### config.mk
export PLATFORM = sky130hd
export DESIGN_NAME = pic_inta_sequencer
export DESIGN_NICKNAME = d
export VERILOG_FILES = /design/src/rtl/pic_pkg.sv /design/src/rtl/pic_inta_sequencer.sv
export SDC_FILE = /design/constraint.sdc
export NUM_CORES = 1
export LEC_CHECK = 0
export BUFFER_PORTS_ARGS = -buffer_cell sky130_fd_sc_hd__buf_2
export CORE_AREA = 4 4 50 52
export CTS_BUF_LIST = sky130_fd_sc_hd__clkbuf_8
export DETAILED_ROUTE_END_ITERATION = 8
export DIE_AREA = 0 0 54 56
export PLACE_DENSITY_LB_ADDON = 0.1
export SYNTH_ARGS = -nofsm -noshare
export SYNTH_HDL_FRONTEND = slang
export SYNTH_SLANG_ARGS = --single-unit
### constraint.sdc
create_clock -name clk -period 1.7 [get_ports clk]
set_input_delay 0.34 -clock clk [delete_from_list [all_inputs] [get_ports clk]]
set_output_delay 0.34 -clock clk [all_outputs]
set_load 0.02 [all_outputs]
### src/rtl/pic_pkg.sv
// Shared types and constants for the 8259A interrupt-acknowledge sequencer.
package pic_pkg;

  typedef enum logic [2:0] {
    IDLE,
    ACK1,
    GAP,
    ACK2,
    HOLD,
    REARM
  } inta_state_t;

  localparam int unsigned INTA_LOW_DEF = 2;
  localparam int unsigned INTA_GAP_DEF = 2;
  localparam logic [2:0]  SPURIOUS_IR  = 3'b111;

endpackage

### src/rtl/pic_inta_sequencer.sv
// Processor-side 8259A INTA pulse-pair generator with vector capture and a
// valid/ready hand-off to the CPU model.
//
// state | meaning
// IDLE  | waiting for INT & intr_enable with no vector pending
// ACK1  | first INTA low pulse
// GAP   | INTA high between the two pulses
// ACK2  | second INTA low pulse, PIC drives the vector
// HOLD  | vector presented, waiting for vec_ready
// REARM | INTA high, gives the PIC time to drop INT
module pic_inta_sequencer
  import pic_pkg::*;
#(
  parameter int unsigned INTA_LOW_CYCLES = INTA_LOW_DEF,
  parameter int unsigned INTA_GAP_CYCLES = INTA_GAP_DEF
) (
  input  logic       clk,
  input  logic       rst_n,
  input  logic       INT,
  input  logic       intr_enable,
  input  logic [7:0] DATA_BUS,
  output logic       INTA,
  output logic       vec_valid,
  output logic [7:0] vec,
  output logic       spurious,
  input  logic       vec_ready,
  output logic       busy
);

  localparam int unsigned CNT_MAX = (INTA_LOW_CYCLES > INTA_GAP_CYCLES) ?
                                    INTA_LOW_CYCLES : INTA_GAP_CYCLES;
  localparam int CNT_W = $clog2(CNT_MAX + 1);
  localparam logic [CNT_W-1:0] LOW_LD  = CNT_W'(INTA_LOW_CYCLES);
  localparam logic [CNT_W-1:0] GAP_LD  = CNT_W'(INTA_GAP_CYCLES);
  localparam logic [CNT_W-1:0] CNT_ONE = CNT_W'(1);

  inta_state_t      state, state_nxt;
  logic [CNT_W-1:0] cnt, cnt_nxt;
  logic             cnt_tc;
  logic             capture;
  logic             release_vec;

  assign cnt_tc = (cnt == CNT_ONE);
  assign busy   = (state != IDLE);

  always_comb begin
    state_nxt   = state;
    cnt_nxt     = cnt;
    capture     = 1'b0;
    release_vec = 1'b0;
    case (state)
      IDLE: begin
        if (INT & intr_enable & ~vec_valid) begin
          state_nxt = ACK1;
          cnt_nxt   = LOW_LD;
        end
      end
      ACK1: begin
        if (cnt_tc) begin
          state_nxt = GAP;
          cnt_nxt   = GAP_LD;
        end else begin
          cnt_nxt = cnt - CNT_ONE;
        end
      end
      GAP: begin
        if (cnt_tc) begin
          state_nxt = ACK2;
          cnt_nxt   = LOW_LD;
        end else begin
          cnt_nxt = cnt - CNT_ONE;
        end
      end
      ACK2: begin
        if (cnt_tc) begin
          state_nxt = HOLD;
          cnt_nxt   = '0;
          capture   = 1'b1;
        end else begin
          cnt_nxt = cnt - CNT_ONE;
        end
      end
      HOLD: begin
        if (vec_ready) begin
          state_nxt   = REARM;
          cnt_nxt     = GAP_LD;
          release_vec = 1'b1;
        end
      end
      REARM: begin
        if (cnt_tc) begin
          state_nxt = IDLE;
          cnt_nxt   = '0;
        end else begin
          cnt_nxt = cnt - CNT_ONE;
        end
      end
      default: begin
        state_nxt = IDLE;
        cnt_nxt   = '0;
      end
    endcase
  end

  // INTA is registered from the next state so the pin tracks the pulse states
  // without any combinational path from INT or intr_enable.
  always_ff @(posedge clk or negedge rst_n) begin
    if (!rst_n) begin
      state     <= IDLE;
      cnt       <= '0;
      INTA      <= 1'b1;
      vec_valid <= 1'b0;
      vec       <= 8'h00;
      spurious  <= 1'b0;
    end else begin
      state <= state_nxt;
      cnt   <= cnt_nxt;
      INTA  <= ~((state_nxt == ACK1) | (state_nxt == ACK2));
      if (capture) begin
        vec       <= DATA_BUS;
        spurious  <= (DATA_BUS[2:0] == SPURIOUS_IR) & ~INT;
        vec_valid <= 1'b1;
      end else if (release_vec) begin
        vec_valid <= 1'b0;
      end
    end
  end

endmodule

==> results.json <==
{
  "status": "complete, but fails checks",
  "violations": "negative hold slack",
  "wire_per_inst_um": 11.8,
  "num_vias": 588,
  "drive_gt1_share_pct": 44.2,
  "synth_xor_area_share_pct": 1.10,
  "routed_wl_um": 1460,
  "clock_tree.buffer_depth": 2,
  "finalSetupViolations": 0,
  "final_cell_mix": "buf_2 (24), dfrtp_1 (15), nand2_1 (7), mux2_4 (7), nor2_1 (5)",
  "synth.cell_area_um2": 800,
  "final_cell_count_no_fill": 123,
  "first_iter_violations": 9,
  "arrival_ps": 1220,
  "path_buf_inv": 3,
  "syn_avg_cell_area_um2": 11.8,
  "cp.required_ps": 1360,
  "ys_types": 26,
  "grt_use_met1_pct": 15.5,
  "syn_nets": 83,
  "worst_slack_ps": 142,
  "hold_viol": 4,
  "hold_path_class": "primary input to asynchronous set/reset pin",
  "io_buffers": 24,
  "top_usage_layer": "met1",
  "final_common_cell": "buf_2",
  "fin_crit_sh_pct": 91.7,
  "cts-root-buf": "clkbuf_8",
  "placedCellCount": 119,
  "worstSetupEndpoint": "busy",
  "antenna_found_initial": 0,
  "post_cts_resized": 0,
  "path_delay_family": "flip-flops",
  "firstDrtPassIters": 4,
  "setup_tns_ps": 0,
  "utilization_pct": 47.7,
  "grt_max_degree": 17,
  "initial_core_util_pct": 38.0,
  "use_met3_pct": 2.95,
  "pwr_density_cell_nw_per_um2": 2040,
  "cp-startpoint": "state[2]",
  "clk_latency_ps": 240,
  "cts_buffers": 3,
  "grt_usage_pct": 11.2,
  "synthMuxAreaShare_pct": 14.6,
  "synth_compound_area_share_pct": 12.7,
  "cts_max_level": 1,
  "netlist_instances": 68,
  "dp_hpwl_um": 1090,
  "gp_congestion": 0.757,
  "path_depth": 4,
  "max_slew_margin_pct": 76.1,
  "post-cts-setup-buffers": 0,
  "crit_path_max_fanout": 8,
  "pre_cts_slack_ps": 243,
  "grt_first_pass_wirelength_um": 2530,
  "grt_pass1_vias": 555,
  "fp-row-count": 17,
  "tightestPinTransition_ps": 359,
  "num_antenna_cells": 0,
  "critPathMaxStageDelay_ps": 460,
  "ctsHoldBuffers": 0,
  "r2r-end": "vec[7]",
  "finalMaxSlewViolations": 0,
  "crit_path_start_kind": "flop",
  "ir_worst_vdd_v": 0.000840,
  "dieArea_um2": 3020,
  "tritoncts": "done",
  "r2r_slack_ps": 240,
  "die_x_um": 54,
  "hold_slack_ps": -3.10,
  "synth_top_family_by_area": "multiplexers",
  "via_per_inst": 4.78,
  "finClkSkew_ps": 1.50,
  "fmax_ghz": 0.642,
  "period_minus_slack_ps": 1560,
  "clk_pin_slew_ps": 60,
  "worst_setup_path_end_kind": "output pin",
  "synth_adder_area_share_pct": 3.13,
  "grt-ovfl-total": 0,
  "use_met2_pct": 15.4,
  "yosys.area_share.simple_pct": 13.3,
  "crit_type": "flop to output pin",
  "nets": 111,
  "clkSinkCount": 16,
  "critPathSlowestCell": "dfrtp_1",
  "area_growth_pct": 25.5,
  "timing.rr.start": "cnt[0]",
  "drtAntennaViolNets": 0,
  "yosysSeqAreaShare_pct": 50.2,
  "maxCapViolations": 0,
  "p_leak_nw": 0.506,
  "post-route-drc-count": 0,
  "ioPinCount": 25,
  "core_area_um2": 2110,
  "reg2reg_depth": 4,
  "chipHeight_um": 56,
  "rsz0062_at_grt": "false",
  "path_cells": "buf_4 > inv_1 > nand2_1 > buf_2",
  "synth-seq-cells": 16,
  "synth_warnings": 0
}
[logic make-up (layout without fill, tap and decap cells)]
group | Yosys count | count (layout)
simple gates | 19 | 19
flops | 16 | 16
compound gates | 15 | 15
mux | 8 | 8
buf+inv | 7 | 34
fa+ha+maj | 2 | 2
xor+xnor | 1 | 1
[layout make-up]
type / count / area (um^2)
timing repair buffer: 27 / 143
sequential: 16 / 402
fill: 200 / 1100
clock buffer: 4 / 55.1
tap: 28 / 35.0
inverter: 3 / 11.3
multi-input combinational: 45 / 358
[layer usage]
metal  vias up  wire, um  share of wire [%]
li1        293         -                  -
met3         2        96                6.6
met1       281       661                 45
met5         -         0                  0
met4         0        12               0.82
met2        12       687                 47
[per-stage QoR]
stage / cell area [um^2] / hold WS [ps] / total power, mW
CTS: 1000 / 4.57 / 2.08
global placement: 948 / 278 / 1.74
floorplan: 800 / 44.4 / 1.48
detailed placement: 948 / 276 / 1.74
global route: 1000 / 16.0 / 2.23
finish: 1000 / -3.10 / 2.05
[report_power, final]
group / switching [mW] / internal (mW) / leakage [nW]
sequential: 0.154 / 0.581 / 0.190
clock: 0.124 / 0.205 / 0.0288
combinational: 0.497 / 0.489 / 0.287
[synthesized netlist by cell type]
cell,n,area (um^2)
mux2_4,7,105
o22ai_1,1,6.26
buf_2,2,10.0
o21ai_0,4,20.0
o22a_1,1,8.76
buf_6,1,11.3
nand3b_1,3,22.5
dfrtp_1,15,375
a2bb2oi_1,1,8.76
mux2_2,1,11.3
o21a_1,1,7.51
a21oi_1,2,10.0
nor2_1,5,18.8
nand4b_1,2,17.5
o211a_1,1,10.0
dfstp_2,1,26.3
o211ai_1,2,15.0
ha_1,2,25.0
or2_2,1,6.26
nand2_1,7,26.3
inv_1,3,11.3
buf_4,1,7.51
nand4b_2,1,15.0
a211o_1,1,8.76
xor2_1,1,8.76
a31oi_1,1,6.26
[worst register-to-register path: cells and delay by family, from the launching register on]
family	cells	cell delay (ps)
flops	1	390
mux	1	350
fa+ha+maj	1	280
buf+inv	1	210
simple gates	1	110
[how the worst min path moves through the flow]
stage | cells past startpoint | startpoint | slack [ps] | to
6_report | 1 | rst_n | -3 | vec[5]
5_1_grt | 1 | rst_n | 20 | vec[5]
4_1_cts | 1 | rst_n | 5 | vec[5]
3_5_place_dp | 1 | rst_n | 280 | vec[5]
3_3_place_gp | 1 | rst_n | 280 | vec[5]
2_1_floorplan | 0 | rst_n | 40 | cnt[0]
[registers in the layout, summed over array words and instances (netlist names)]
signal,count
vec,8
state,3
cnt,2
INTA,1
spurious,1
vec_valid,1
No activity file was read; power rests on OpenSTA's default activity.
